**src/rtl/ieee_to_flopoco_conv_pkg.sv**
```systemverilog
// Shared constants and types for the IEEE minifloat to FloPoCo converter.
package flopoco_pkg;

    localparam logic [1:0] EXC_ZERO   = 2'b00;
    localparam logic [1:0] EXC_NORMAL = 2'b01;
    localparam logic [1:0] EXC_INF    = 2'b10;
    localparam logic [1:0] EXC_NAN    = 2'b11;

    typedef enum logic [2:0] {
        ZERO,
        NORMAL,
        SUBN,
        FLUSH,
        INF,
        NAN
    } fp_class_t;

    function automatic int fpc_width(input int we, input int wf);
        return 3 + we + wf;
    endfunction

endpackage

```
**src/rtl/ieee_to_flopoco_conv_if.sv**
```systemverilog
// Streaming bus of the converter: IEEE words in, FloPoCo words plus flush sideband out.
// Both sides use valid/ready: a word moves on a cycle where valid & ready, and a
// producer holding valid keeps its data stable and valid high until that happens.
interface ieee_to_flopoco_conv_if import flopoco_pkg::*; #(
    parameter int WE = 3,
    parameter int WF = 3
);
    logic                           in_valid;
    logic                           in_ready;
    logic [WE+WF:0]                 in_data;
    logic                           out_valid;
    logic                           out_ready;
    logic [fpc_width(WE, WF)-1:0]   out_data;
    logic                           out_flush;

    modport master (
        output in_valid, in_data, out_ready,
        input  in_ready, out_valid, out_data, out_flush
    );

    modport slave (
        input  in_valid, in_data, out_ready,
        output in_ready, out_valid, out_data, out_flush
    );
endinterface

```
**src/rtl/ieee_to_flopoco_conv_fp_pipe_stage.sv**
```systemverilog
// Single valid/ready register slice; ready looks through to the next stage so a
// full pipeline still moves one word per cycle.
module fp_pipe_stage #(
    parameter int W = 8
) (
    input  logic         clk,
    input  logic         rst_n,
    input  logic         valid_i,
    output logic         ready_o,
    input  logic [W-1:0] data_i,
    output logic         valid_o,
    input  logic         ready_i,
    output logic [W-1:0] data_o
);
    logic         valid_q;
    logic [W-1:0] data_q;

    assign ready_o = !valid_q | ready_i;
    assign valid_o = valid_q;
    assign data_o  = data_q;

    always_ff @(posedge clk or negedge rst_n) begin
        if (!rst_n) begin
            valid_q <= 1'b0;
            data_q  <= '0;
        end else if (ready_o) begin
            valid_q <= valid_i;
            if (valid_i) begin
                data_q <= data_i;
            end
        end
    end
endmodule

```
**src/rtl/ieee_to_flopoco_conv.sv**
```systemverilog
// Two-stage streaming converter from IEEE minifloat to FloPoCo {exc, s, e, f},
// with saturating counters of NaN inputs and flushed subnormals.
module ieee_to_flopoco_conv import flopoco_pkg::*; #(
    parameter int WE    = 3,
    parameter int WF    = 3,
    parameter int CNT_W = 16
) (
    input  logic                 clk,
    input  logic                 rst_n,
    ieee_to_flopoco_conv_if.slave bus,
    input  logic                 clr_stats,
    output logic [CNT_W-1:0]     nan_count,
    output logic [CNT_W-1:0]     flush_count
);
    localparam int OW  = fpc_width(WE, WF);
    localparam int S1W = 3 + 1 + WE + WF;
    localparam int S2W = OW + 1;
    localparam logic [WE-1:0] EXP_ONES = '1;

    logic            in_sign;
    logic [WE-1:0]   in_exp;
    logic [WF-1:0]   in_frac;
    fp_class_t       in_class;
    logic            in_xfer;

    assign {in_sign, in_exp, in_frac} = bus.in_data;
    assign in_xfer = bus.in_valid & bus.in_ready;

    always_comb begin
        in_class = NORMAL;
        if (in_exp == '0) begin
            if (in_frac == '0)         in_class = ZERO;
            else if (in_frac[WF-1])    in_class = SUBN;
            else                       in_class = FLUSH;
        end else if (in_exp == EXP_ONES) begin
            in_class = (in_frac == '0) ? INF : NAN;
        end
    end

    logic           s1_valid;
    logic           s2_ready;
    logic [S1W-1:0] s1_q;
    fp_class_t      s1_class;
    logic           s1_sign;
    logic [WE-1:0]  s1_exp;
    logic [WF-1:0]  s1_frac;

    fp_pipe_stage #(.W(S1W)) u_s1 (
        .clk     (clk),
        .rst_n   (rst_n),
        .valid_i (bus.in_valid),
        .ready_o (bus.in_ready),
        .data_i  ({in_class, in_sign, in_exp, in_frac}),
        .valid_o (s1_valid),
        .ready_i (s2_ready),
        .data_o  (s1_q)
    );

    assign s1_class = fp_class_t'(s1_q[S1W-1 -: 3]);
    assign {s1_sign, s1_exp, s1_frac} = s1_q[S1W-4:0];

    logic [1:0]    pk_exc;
    logic          pk_sign;
    logic [WE-1:0] pk_exp;
    logic [WF-1:0] pk_frac;
    logic          pk_flush;

    // A subnormal with the top fraction bit set is 2^-bias * (1.f'), i.e. the
    // smallest FloPoCo binade with the leading one shifted out.
    always_comb begin
        pk_exc   = EXC_ZERO;
        pk_sign  = s1_sign;
        pk_exp   = '0;
        pk_frac  = '0;
        pk_flush = 1'b0;
        case (s1_class)
            NORMAL: begin
                pk_exc  = EXC_NORMAL;
                pk_exp  = s1_exp;
                pk_frac = s1_frac;
            end
            SUBN: begin
                pk_exc  = EXC_NORMAL;
                pk_frac = {s1_frac[WF-2:0], 1'b0};
            end
            FLUSH:   pk_flush = 1'b1;
            INF:     pk_exc   = EXC_INF;
            NAN: begin
                pk_exc  = EXC_NAN;
                pk_sign = 1'b0;
            end
            default: ;
        endcase
    end

    logic [S2W-1:0] s2_q;

    fp_pipe_stage #(.W(S2W)) u_s2 (
        .clk     (clk),
        .rst_n   (rst_n),
        .valid_i (s1_valid),
        .ready_o (s2_ready),
        .data_i  ({pk_flush, pk_exc, pk_sign, pk_exp, pk_frac}),
        .valid_o (bus.out_valid),
        .ready_i (bus.out_ready),
        .data_o  (s2_q)
    );

    assign {bus.out_flush, bus.out_data} = s2_q;

    logic [CNT_W-1:0] nan_q, nan_d;
    logic [CNT_W-1:0] flush_q, flush_d;

    always_comb begin
        nan_d   = nan_q;
        flush_d = flush_q;
        if (clr_stats) begin
            nan_d   = '0;
            flush_d = '0;
        end else if (in_xfer) begin
            if (in_class == NAN && nan_q != '1)     nan_d   = nan_q + 1'b1;
            if (in_class == FLUSH && flush_q != '1) flush_d = flush_q + 1'b1;
        end
    end

    always_ff @(posedge clk or negedge rst_n) begin
        if (!rst_n) begin
            nan_q   <= '0;
            flush_q <= '0;
        end else begin
            nan_q   <= nan_d;
            flush_q <= flush_d;
        end
    end

    assign nan_count   = nan_q;
    assign flush_count = flush_q;
endmodule

```
**src/flat_wrapper.sv**
```systemverilog
// flat-port wrapper written by rule: the top's interface ports become plain ports
module ieee_to_flopoco_conv_flat import flopoco_pkg::*;
#(
    parameter int WE    = 3,
    parameter int WF    = 3,
    parameter int CNT_W = 16
)
  (clk, rst_n, clr_stats, nan_count, flush_count, bus_in_valid, bus_in_data, bus_out_ready, bus_in_ready, bus_out_valid, bus_out_data, bus_out_flush);
  ieee_to_flopoco_conv_if #(.WE(WE), .WF(WF)) bus_i ();
  input  logic clk;
  input  logic rst_n;
  input  logic clr_stats;
  output logic [CNT_W-1:0] nan_count;
  output logic [CNT_W-1:0] flush_count;
  input wire logic [$bits(bus_i.in_valid)-1:0] bus_in_valid;
  input wire logic [$bits(bus_i.in_data)-1:0] bus_in_data;
  input wire logic [$bits(bus_i.out_ready)-1:0] bus_out_ready;
  output wire logic [$bits(bus_i.in_ready)-1:0] bus_in_ready;
  output wire logic [$bits(bus_i.out_valid)-1:0] bus_out_valid;
  output wire logic [$bits(bus_i.out_data)-1:0] bus_out_data;
  output wire logic [$bits(bus_i.out_flush)-1:0] bus_out_flush;
  assign bus_i.in_valid = bus_in_valid;
  assign bus_i.in_data = bus_in_data;
  assign bus_i.out_ready = bus_out_ready;
  assign bus_in_ready = bus_i.in_ready;
  assign bus_out_valid = bus_i.out_valid;
  assign bus_out_data = bus_i.out_data;
  assign bus_out_flush = bus_i.out_flush;
  ieee_to_flopoco_conv #(.WE(WE), .WF(WF), .CNT_W(CNT_W)) u_core (.clk(clk), .rst_n(rst_n), .bus(bus_i), .clr_stats(clr_stats), .nan_count(nan_count), .flush_count(flush_count));
endmodule
```
**config.mk**
```make
export PLATFORM = sky130hd
export DESIGN_NAME = ieee_to_flopoco_conv_flat
export DESIGN_NICKNAME = d
export VERILOG_FILES = /design/src/rtl/ieee_to_flopoco_conv_pkg.sv /design/src/rtl/ieee_to_flopoco_conv_if.sv /design/src/rtl/ieee_to_flopoco_conv_fp_pipe_stage.sv /design/src/rtl/ieee_to_flopoco_conv.sv /design/src/flat_wrapper.sv
export SDC_FILE = /design/constraint.sdc
export NUM_CORES = 1
export LEC_CHECK = 0
export ABC_AREA = 1
export CAP_MARGIN = 15
export CORE_MARGIN = 4
export CORE_UTILIZATION = 63
export DETAILED_ROUTE_END_ITERATION = 10
export DONT_BUFFER_PORTS = 1
export GPL_ROUTABILITY_DRIVEN = 1
export PLACE_DENSITY = 0.79
export SLEW_MARGIN = 15
export SYNTH_ARGS = -nofsm -noshare
export SYNTH_HDL_FRONTEND = slang
export SYNTH_SLANG_ARGS = --single-unit
```
**constraint.sdc**
```tcl
create_clock -name clk -period 2.2 [get_ports clk]
set_input_delay 0.44 -clock clk [delete_from_list [all_inputs] [get_ports clk]]
set_output_delay 0.44 -clock clk [all_outputs]
set_load 0.01 [all_outputs]
```
### Yosys cells after proc, flatten, opt, wreduce, memory -nomap -nowiden

Index checks and enable logic that the tools add are counted.

* word-level logic and storage cells: 51
* input bits: 12
* register bits: 54
* output and inout bits: 44

* muxes and demuxes: 16
* equal/unequal tests: 10
* add/sub/neg operators: 2
* bitwise gates (word level): 3
* reduce and logical (&&, ||, !) cells: 14

Operators by type and width (number)
* $mux W16: 6
* $add A16 B1 Y16 const B: 2
* $ne A16 B16 Y1 const B: 2
* $eq A3 B3 Y1 const B: 4
* $mux W3: 4
* $eq A3 B2 Y1 const B: 3
* $reduce_and A2 Y1: 4
* $logic_not A3 Y1: 2
* $pmux W2 S3: 1
* $pmux W3 S2: 1
* $reduce_bool A2 Y1: 3
* $mux W1: 4
* $eq A3 B1 Y1 const B: 1
* $logic_and A1 B1 Y1: 2
* $logic_not A1 Y1: 2
* $or A1 B1 Y1: 2
* $reduce_or A2 Y1: 1
* $and A1 B1 Y1: 1

### Logic depth before layout (Yosys ltp)

Gate-level depths: netlist of the first run.

* depth after elaboration: 9
* mapped depth: 11
* mapped depth without buffers: 10

### By module

From an unflattened synthesis of the first run, not the netlist that was laid out.

* cell total of the unflattened synthesis: 460
* area, all modules: 3269.4 um^2

Modules (own cells, without submodules)
* ieee_to_flopoco_conv: area each 2358.5 um^2, cells an instance 364, times used 1
* fp_pipe_stage: area each 455.4 um^2, cells an instance 48, times used 2

### Worst setup path after synthesis of the first run

No wires, ideal clock.

* path type: register -> register
* from: reg u_core.flush_q[1] (netlist: u_core.flush_count[1])
* to: reg u_core.flush_q[8] (netlist: u_core.flush_count[8])
* slack: 0.584 ns
* period minus slack after synthesis: 1.616 ns
* stages on the path, launching flop included: 12
* buffers on the path: 1
* required time: 2.083 ns
* arrival: 1.500 ns
* cells stage by stage: dfrtp_1 ha_1 nand2_2 nor2_2 nand2_2 nor2_2 nand2_2 nand2_4 nand2_4 buf_6 nand2_1 nand2_1

* cells in the longest elaborated chain, start to end: 4
* elaborated cells on any way between the ends: 8

RTL lines
* from (decl): RTL line ieee_to_flopoco_conv.sv:112 `logic [CNT_W-1:0] flush_q, flush_d;`
* from (signal assigned): RTL line ieee_to_flopoco_conv.sv:132 `flush_q <= flush_d;`
* $add A16 B1 Y16 or $ne A16 B16 Y1 (tied branches): RTL line ieee_to_flopoco_conv.sv:122 `if (in_class == FLUSH && flush_q != '1) flush_d = flush_q + 1'b1;`
* $mux W16 or $logic_and A1 B1 Y1 (tied branches): RTL line ieee_to_flopoco_conv.sv:122
* $mux W16 or $reduce_bool A2 Y1 (tied branches)
* $mux W16 or $reduce_and A2 Y1 (tied branches)

Several ways; a longest one is shown, not always the timed one. The select of a mux whose other input is x is not followed.
A chain may end at the register's enable or synchronous reset.

### Final worst setup path of the first run

* from: reg u_core.nan_q[0] (netlist: u_core.nan_count[0])
* to: reg u_core.nan_q[3] (netlist: u_core.nan_count[3])

* cells in the longest elaborated chain, start to end: 4
* elaborated cells on any way between the ends: 8

RTL lines
* from (decl): RTL line ieee_to_flopoco_conv.sv:111 `logic [CNT_W-1:0] nan_q, nan_d;`
* from (signal assigned): RTL line ieee_to_flopoco_conv.sv:131 `nan_q <= nan_d;`
* $add A16 B1 Y16 or $ne A16 B16 Y1 (tied branches): RTL line ieee_to_flopoco_conv.sv:121 `if (in_class == NAN && nan_q != '1) nan_d = nan_q + 1'b1;`
* $mux W16 or $logic_and A1 B1 Y1 (tied branches): RTL line ieee_to_flopoco_conv.sv:121
* $mux W16 or $reduce_bool A2 Y1 (tied branches)
* $mux W16 or $reduce_and A2 Y1 (tied branches)

Several ways; a longest one is shown, not always the timed one. The select of a mux whose other input is x is not followed.

==> flow_summary.ini, run 1 <==
[run_status]
status = finished, final reports clean

[cts]
clkTransAtPathRegs_ns = 0.10
cts.sinks = 54
numCtsBuffers = 5
tritoncts = built
cts_max_path_buffers = 2
cts_max_level = 2
clock_latency_ns = 0.32
clock_tree.root_cell = clkbuf_8
post_cts_resized = 0

[power]
p_per_area_mw_per_mm2 = 583.3
p_leak_nw = 1.603
irDropWorstVdd_mv = 0.4083

[floorplanning]
core_mm2 = 0.004723
die_w_um = 77.97
dieArea_mm2 = 0.006079
start_util_pct = 65.30
ios = 56
std_cell_rows = 25
die_height_um = 77.97

[grt]
grt_pass1_vias = 2584
antenna_found_initial = 0
grt_pass1_wl_um = 11830
grt_overflow = 0
grt_usage_pct = 23.95
grt_max_degree = 55

[logic_synthesis]
syn_avg_cell_area_um2 = 7.240
syn_nets = 440
netlist_area_mm2 = 0.003084
ys_warn_count = 0
synth_top_area_share_pct = 43.81
yosysUniqueCellTypes = 26
synth_top_cell_by_area = dfrtp_1
synthCells = 426
ys_seq_elements = 54
synth_area_leaders = dfrtp_1 (44%), nand2_1 (17%), nand3_1 (11%)
seq_area_frac_synth_pct = 43.81

[timing]
post-route-period-util_pct = 87.75
finalHoldViolCount = 0
clock.fmax_ghz = 0.5180
fin_setup_tns_ns = 0
layout_min_cycle_time_ns = 1.930
setup_viol = 0
tightest_slew_ns = 0.5435
drv_slew = 0
rsz0062_at_grt = no
max-slew-margin-rel_pct = 63.71
fin_skew_ns = 0.009192

[hold_path]
whs_endpoint = u_core.u_s1.data_o[6]
hp-start = bus_in_data[6]
worstHoldPathType = input pin to flip-flop
min_path_cells = 2

[job]
max_cap_violations = 0

[place]
dpl_cell_area_mm2 = 0.003142
dp_hpwl_um = 4915
numPortBuffers = 0
gp_congestion = 0.8548

[routing]
first_pass_iters = 4
drc_errors = 0
post_drt_via_cell_ratio = 5.563
avgRoutedWirePerCell_um = 13.70
vias = 2765
routed_wl_um = 6807
ant_nets = 0
drt_iter0_drc = 147

[worst_setup_path]
r2r-end = u_core.nan_count[3]
critical_path_class = flip-flop to flip-flop
reg2reg_depth = 10
r2r-start = u_core.nan_count[0]
cp-start-kind = flip-flop
rrSetupSlack_ns = 0.27
cp-end-kind = flip-flop
critPathMaxFanout = 12
cp.required_ns = 2.46
cp.arrival_ns = 2.19

[final_layout]
syn2layout_area_growth_pct = 6.085
fill_cells = 394
nets = 443
final_area_mm2 = 0.003272
n_antenna_cell = 0
drive_gt1_share_pct = 7.907
## cell usage in the layout (no fill, tap or decap), drive strengths merged, types with 3 or more instances in the layout
master  instances
a22o            3
nor3            4
nand2         142
buf             6
dfrtp          54
nand4          12
o21ai          11
xor2           14
o21bai          5
inv            37
nand3          69
nor2           59
clkbuf          5
## kinds of logic after synthesis
logic type / count (synthesis) / share of synthesized area, %
AOI/OAI and AO/OA: 23 / 4.909
xor gates and xnor gates: 14 / 3.976
adders and majority gates: 2 / 0.8112
buffers and inverters: 47 / 6.450
DFF: 54 / 43.81
and+or+nand+nor: 286 / 40.04
## critical path, stage by stage, from the launching register on
cell     delay (ns)
dfrtp_1        0.47
ha_1           0.26
nand3_1        0.16
inv_2          0.07
nand2_1        0.10
inv_2          0.05
nand2_1        0.07
nand3_2        0.25
nand2_2        0.29
nand2_1        0.08
nand2_1        0.06
## timing repair
action,4_1_cts,5_1_grt
hold buffers,2,0
setup buffers,0,0
hold endpoints to repair,54,0
## layer usage
metal  vias to the layer above  share of wire [%]  track usage (%)
met4                         0                1.0            6.993
met2                        74                 50            39.55
met1                      1307                 44            31.02
met5                         -                  0                0
met3                         6                5.7            6.148
li1                       1378                  -                -
## per-stage QoR
stage	hold WS (ns)	util [%]	std cells	total power, mW	setup slack, ns
6_report	0.2295	69.27	497	1.909	0.2695
5_1_grt	0.2158	69.27	497	2.010	0.09124
4_1_cts	0.2191	69.27	497	1.921	0.2813
3_5_place_dp	0.1456	66.52	487	1.328	0.2899
3_3_place_gp	0.1456	66.52	487	1.319	0.3141
2_1_floorplan	0.1444	-	426	1.286	0.5835
## synth_stat cells (all sizes together)
cell type / number
inv: 36
o21ai: 11
nand3: 69
nand2: 142
a31oi: 1
nand4: 12
nor2: 59
dfrtp: 54
clkbuf: 4
nor3: 4
buf: 7
a22o: 3
xor2: 14
o31ai: 2
o211ai: 1
ha: 2
o21bai: 5
## registers in the layout, indices dropped and copies added, names as in the netlist
signal,count
u_core.u_s1.valid_o,1
u_core.u_s2.data_o,10
u_core.u_s1.data_o,10
u_core.u_s2.valid_o,1
u_core.flush_count,16
u_core.nan_count,16
## how the worst max path moves through the flow
stage / cells past startpoint / slack [ns] / to / from
4_1_cts: 10 / 0.28 / u_core.nan_count[3] / u_core.nan_count[0]
6_report: 10 / 0.27 / u_core.nan_count[3] / u_core.nan_count[0]
5_1_grt: 10 / 0.09 / u_core.nan_count[14] / u_core.nan_count[0]
3_3_place_gp: 10 / 0.31 / u_core.nan_count[6] / u_core.nan_count[0]
2_1_floorplan: 11 / 0.58 / u_core.flush_count[8] / u_core.flush_count[1]
3_5_place_dp: 10 / 0.29 / u_core.nan_count[6] / u_core.nan_count[0]
## power by group
| group | leakage [nW] | switching [mW] | total, mW | internal (mW) |
|---|---|---|---|---|
| combinational | 0.838 | 0.128 | 0.193 | 0.0648 |
| clock | 0.0408 | 0.346 | 0.574 | 0.228 |
| sequential | 0.724 | 0.0757 | 1.14 | 1.07 |
## layout make-up
class,instances,area (um^2),share of cell area [%]
Inverter,36,135.1,4.130
Clock buffer,5,68.82,2.103
Multi-Input combinational cell,325,1534,46.88
Timing Repair Buffer,7,75.07,2.294
Clock inverter,3,23.77,0.7266
Tap cell,67,83.83,2.562
Sequential cell,54,1351,41.30
Note: power is estimated with default switching activity, not from simulation.
==> inputs of run 2 (changes only) <==
ABC_CLOCK_PERIOD_IN_PS = 2200   (was default)
MAX_ROUTING_LAYER = met4   (was default)
==> run 2 against run 1 <==
Routed wire length increased by 0.15%; design area unchanged; flip-flop and latch count unchanged; total power about the same; sequential share of layout area unchanged; hold slack got worse by 0.00052 ns; largest cell class unchanged; highest routed layer unchanged.
==> flow_summary.ini, run 2 (synthesized netlist as in run 1, its figures left out) <==
[run_status]
status = finished, final reports clean

[final_layout]
n_antenna_cell = 0
post-route-util_pct = 69.27
layout_commonest_cell = nand2_1
final_cell_mix = nand2_1 (136), nand3_1 (68), nor2_1 (55)
fill_cells = 394
syn2layout_area_growth_pct = 6.085
instances_no_fill = 497
multi_input_area_mm2 = 0.001534
final_area_mm2 = 0.003272
seqCellArea_mm2 = 0.001351
drive_gt1_share_pct = 7.907
nets = 443

[routing]
drc_errors = 0
vias = 2743
drt_iter0_drc = 146
routed_wl_um = 6817
avgRoutedWirePerCell_um = 13.72
post_drt_via_cell_ratio = 5.519
ant_nets = 0
first_pass_iters = 4

[job]
max_cap_violations = 0

[floorplanning]
dieArea_mm2 = 0.006079
core_mm2 = 0.004723
start_util_pct = 65.30
die_height_um = 77.97
std_cell_rows = 25
die_w_um = 77.97
ios = 56

[worst_setup_path]
cp-start-kind = flip-flop
critical-path-max-stage-delay_ns = 0.47
crit_chain = ha_1, nand3_1, inv_2, nand2_1, inv_2, nand2_1, nand3_2, nand2_2, nand2_1, nand2_1
crit_cells = 10
slowest_stage = dfrtp_1
crit_top_cell = nand2_1
cpLargestDelayFamily = simple AND/OR/NAND/NOR gates
critical_path_class = flip-flop to flip-flop
reg2reg_depth = 10
critPathMaxFanout = 12
path_buf_inv = 2
cp.arrival_ns = 2.19
cp.required_ns = 2.46
cp-end-kind = flip-flop

[timing]
post-route-period-util_pct = 88.09
setup_viol = 0
drv_slew = 0
finalHoldViolCount = 0
worst_slack_ns = 0.2621
layout_min_cycle_time_ns = 1.938
tightest_slew_ns = 0.5449
fin_skew_ns = 0.01102
clock.fmax_ghz = 0.5160
max-slew-margin-rel_pct = 63.62
fin_setup_tns_ns = 0
rsz0062_at_grt = no

[place]
gp_congestion = 0.8683
place_inst = 487
dpl_cell_area_mm2 = 0.003142
numPortBuffers = 0
dp_hpwl_um = 4915
place_ws_ns = 0.2899

[grt]
grt_overflow = 0
grt_max_degree = 55
grt_pass1_vias = 2576
antenna_found_initial = 0
grt_pass1_wl_um = 11850
grtUsageMet1_pct = 30.94
grt_usage_pct = 24.64
gr-usage-met3_pct = 6.265
top_usage_layer = met2
use_met2_pct = 39.64

[cts]
numCtsBuffers = 5
cts_max_level = 2
clock_latency_ns = 0.32
clock_tree.root_cell = clkbuf_8
clkTransAtPathRegs_ns = 0.10
cts.sinks = 54
cts_max_path_buffers = 2
tritoncts = built
post_cts_resized = 0

[hold_path]
worstHoldPathType = input pin to flip-flop
min_path_cells = 2

[power]
irDropWorstVdd_mv = 0.4088
p_per_area_mw_per_mm2 = 583.7
p_leak_nw = 1.603
## run 2: cell counts in the layout (fill, tap and decap cells not counted)
No cell type changed its count.
## run 2: what timing repair did
action                                 4_1_cts  5_1_grt
hold buffers                                 2        0
setup buffers                                0        0
endpoints found under the hold margin       54        0
setup endpoints to repair                    0        0
## run 2: layout make-up
| class | count | area share, % |
|---|---|---|
| Clock inverter | 3 | 0.7266 |
| Clock buffer | 5 | 2.103 |
| Sequential cell | 54 | 41.30 |
| Tap cell | 67 | 2.562 |
| Inverter | 36 | 4.130 |
| Timing Repair Buffer | 7 | 2.294 |
| Multi-Input combinational cell | 325 | 46.88 |
## run 2: power by group
group	total, mW	switching [mW]	internal (mW)
Clock	0.575	0.347	0.228
Sequential	1.14	0.0755	1.07
Combinational	0.193	0.128	0.0648
Total	1.91	0.550	1.36
## run 2: worst reg2reg max path, delay by kind of cell, from the launching register on
family                     cells  cell delay [ns]
and+or+nand+nor                7             1.03
DFF                            1             0.47
adders and majority gates      1             0.26
buffers and inverters          2             0.12
## run 2: path summary, 6_finish.rpt
path	startpoint	endpoint	slack (ns)
setup / recovery	u_core.nan_count[0]	u_core.nan_count[3]	0.26
min in group asynchronous	rst_n	u_core.u_s2.data_o[2]	0.64
setup reg to reg	u_core.nan_count[0]	u_core.nan_count[3]	0.26
hold reg to reg	u_core.u_s1.data_o[6]	u_core.u_s1.data_o[6]	0.49
max in group asynchronous	rst_n	u_core.flush_count[1]	1.33
hold / removal	bus_in_data[6]	u_core.u_s1.data_o[6]	0.23
## run 2: routing by layer
| metal | up-vias | share of wire (%) |
|---|---|---|
| met5 | - | 0 |
| met4 | 0 | 1.0 |
| met3 | 6 | 5.2 |
| met2 | 63 | 49 |
| met1 | 1296 | 44 |
| li1 | 1378 | - |
## run 2: through the flow
step | power, mW | hold WS, ns
global placement | 1.319 | 0.1456
floorplan | 1.286 | 0.1444
CTS | 1.921 | 0.2191
global route | 2.010 | 0.2157
finish | 1.910 | 0.2289
detailed placement | 1.328 | 0.1456
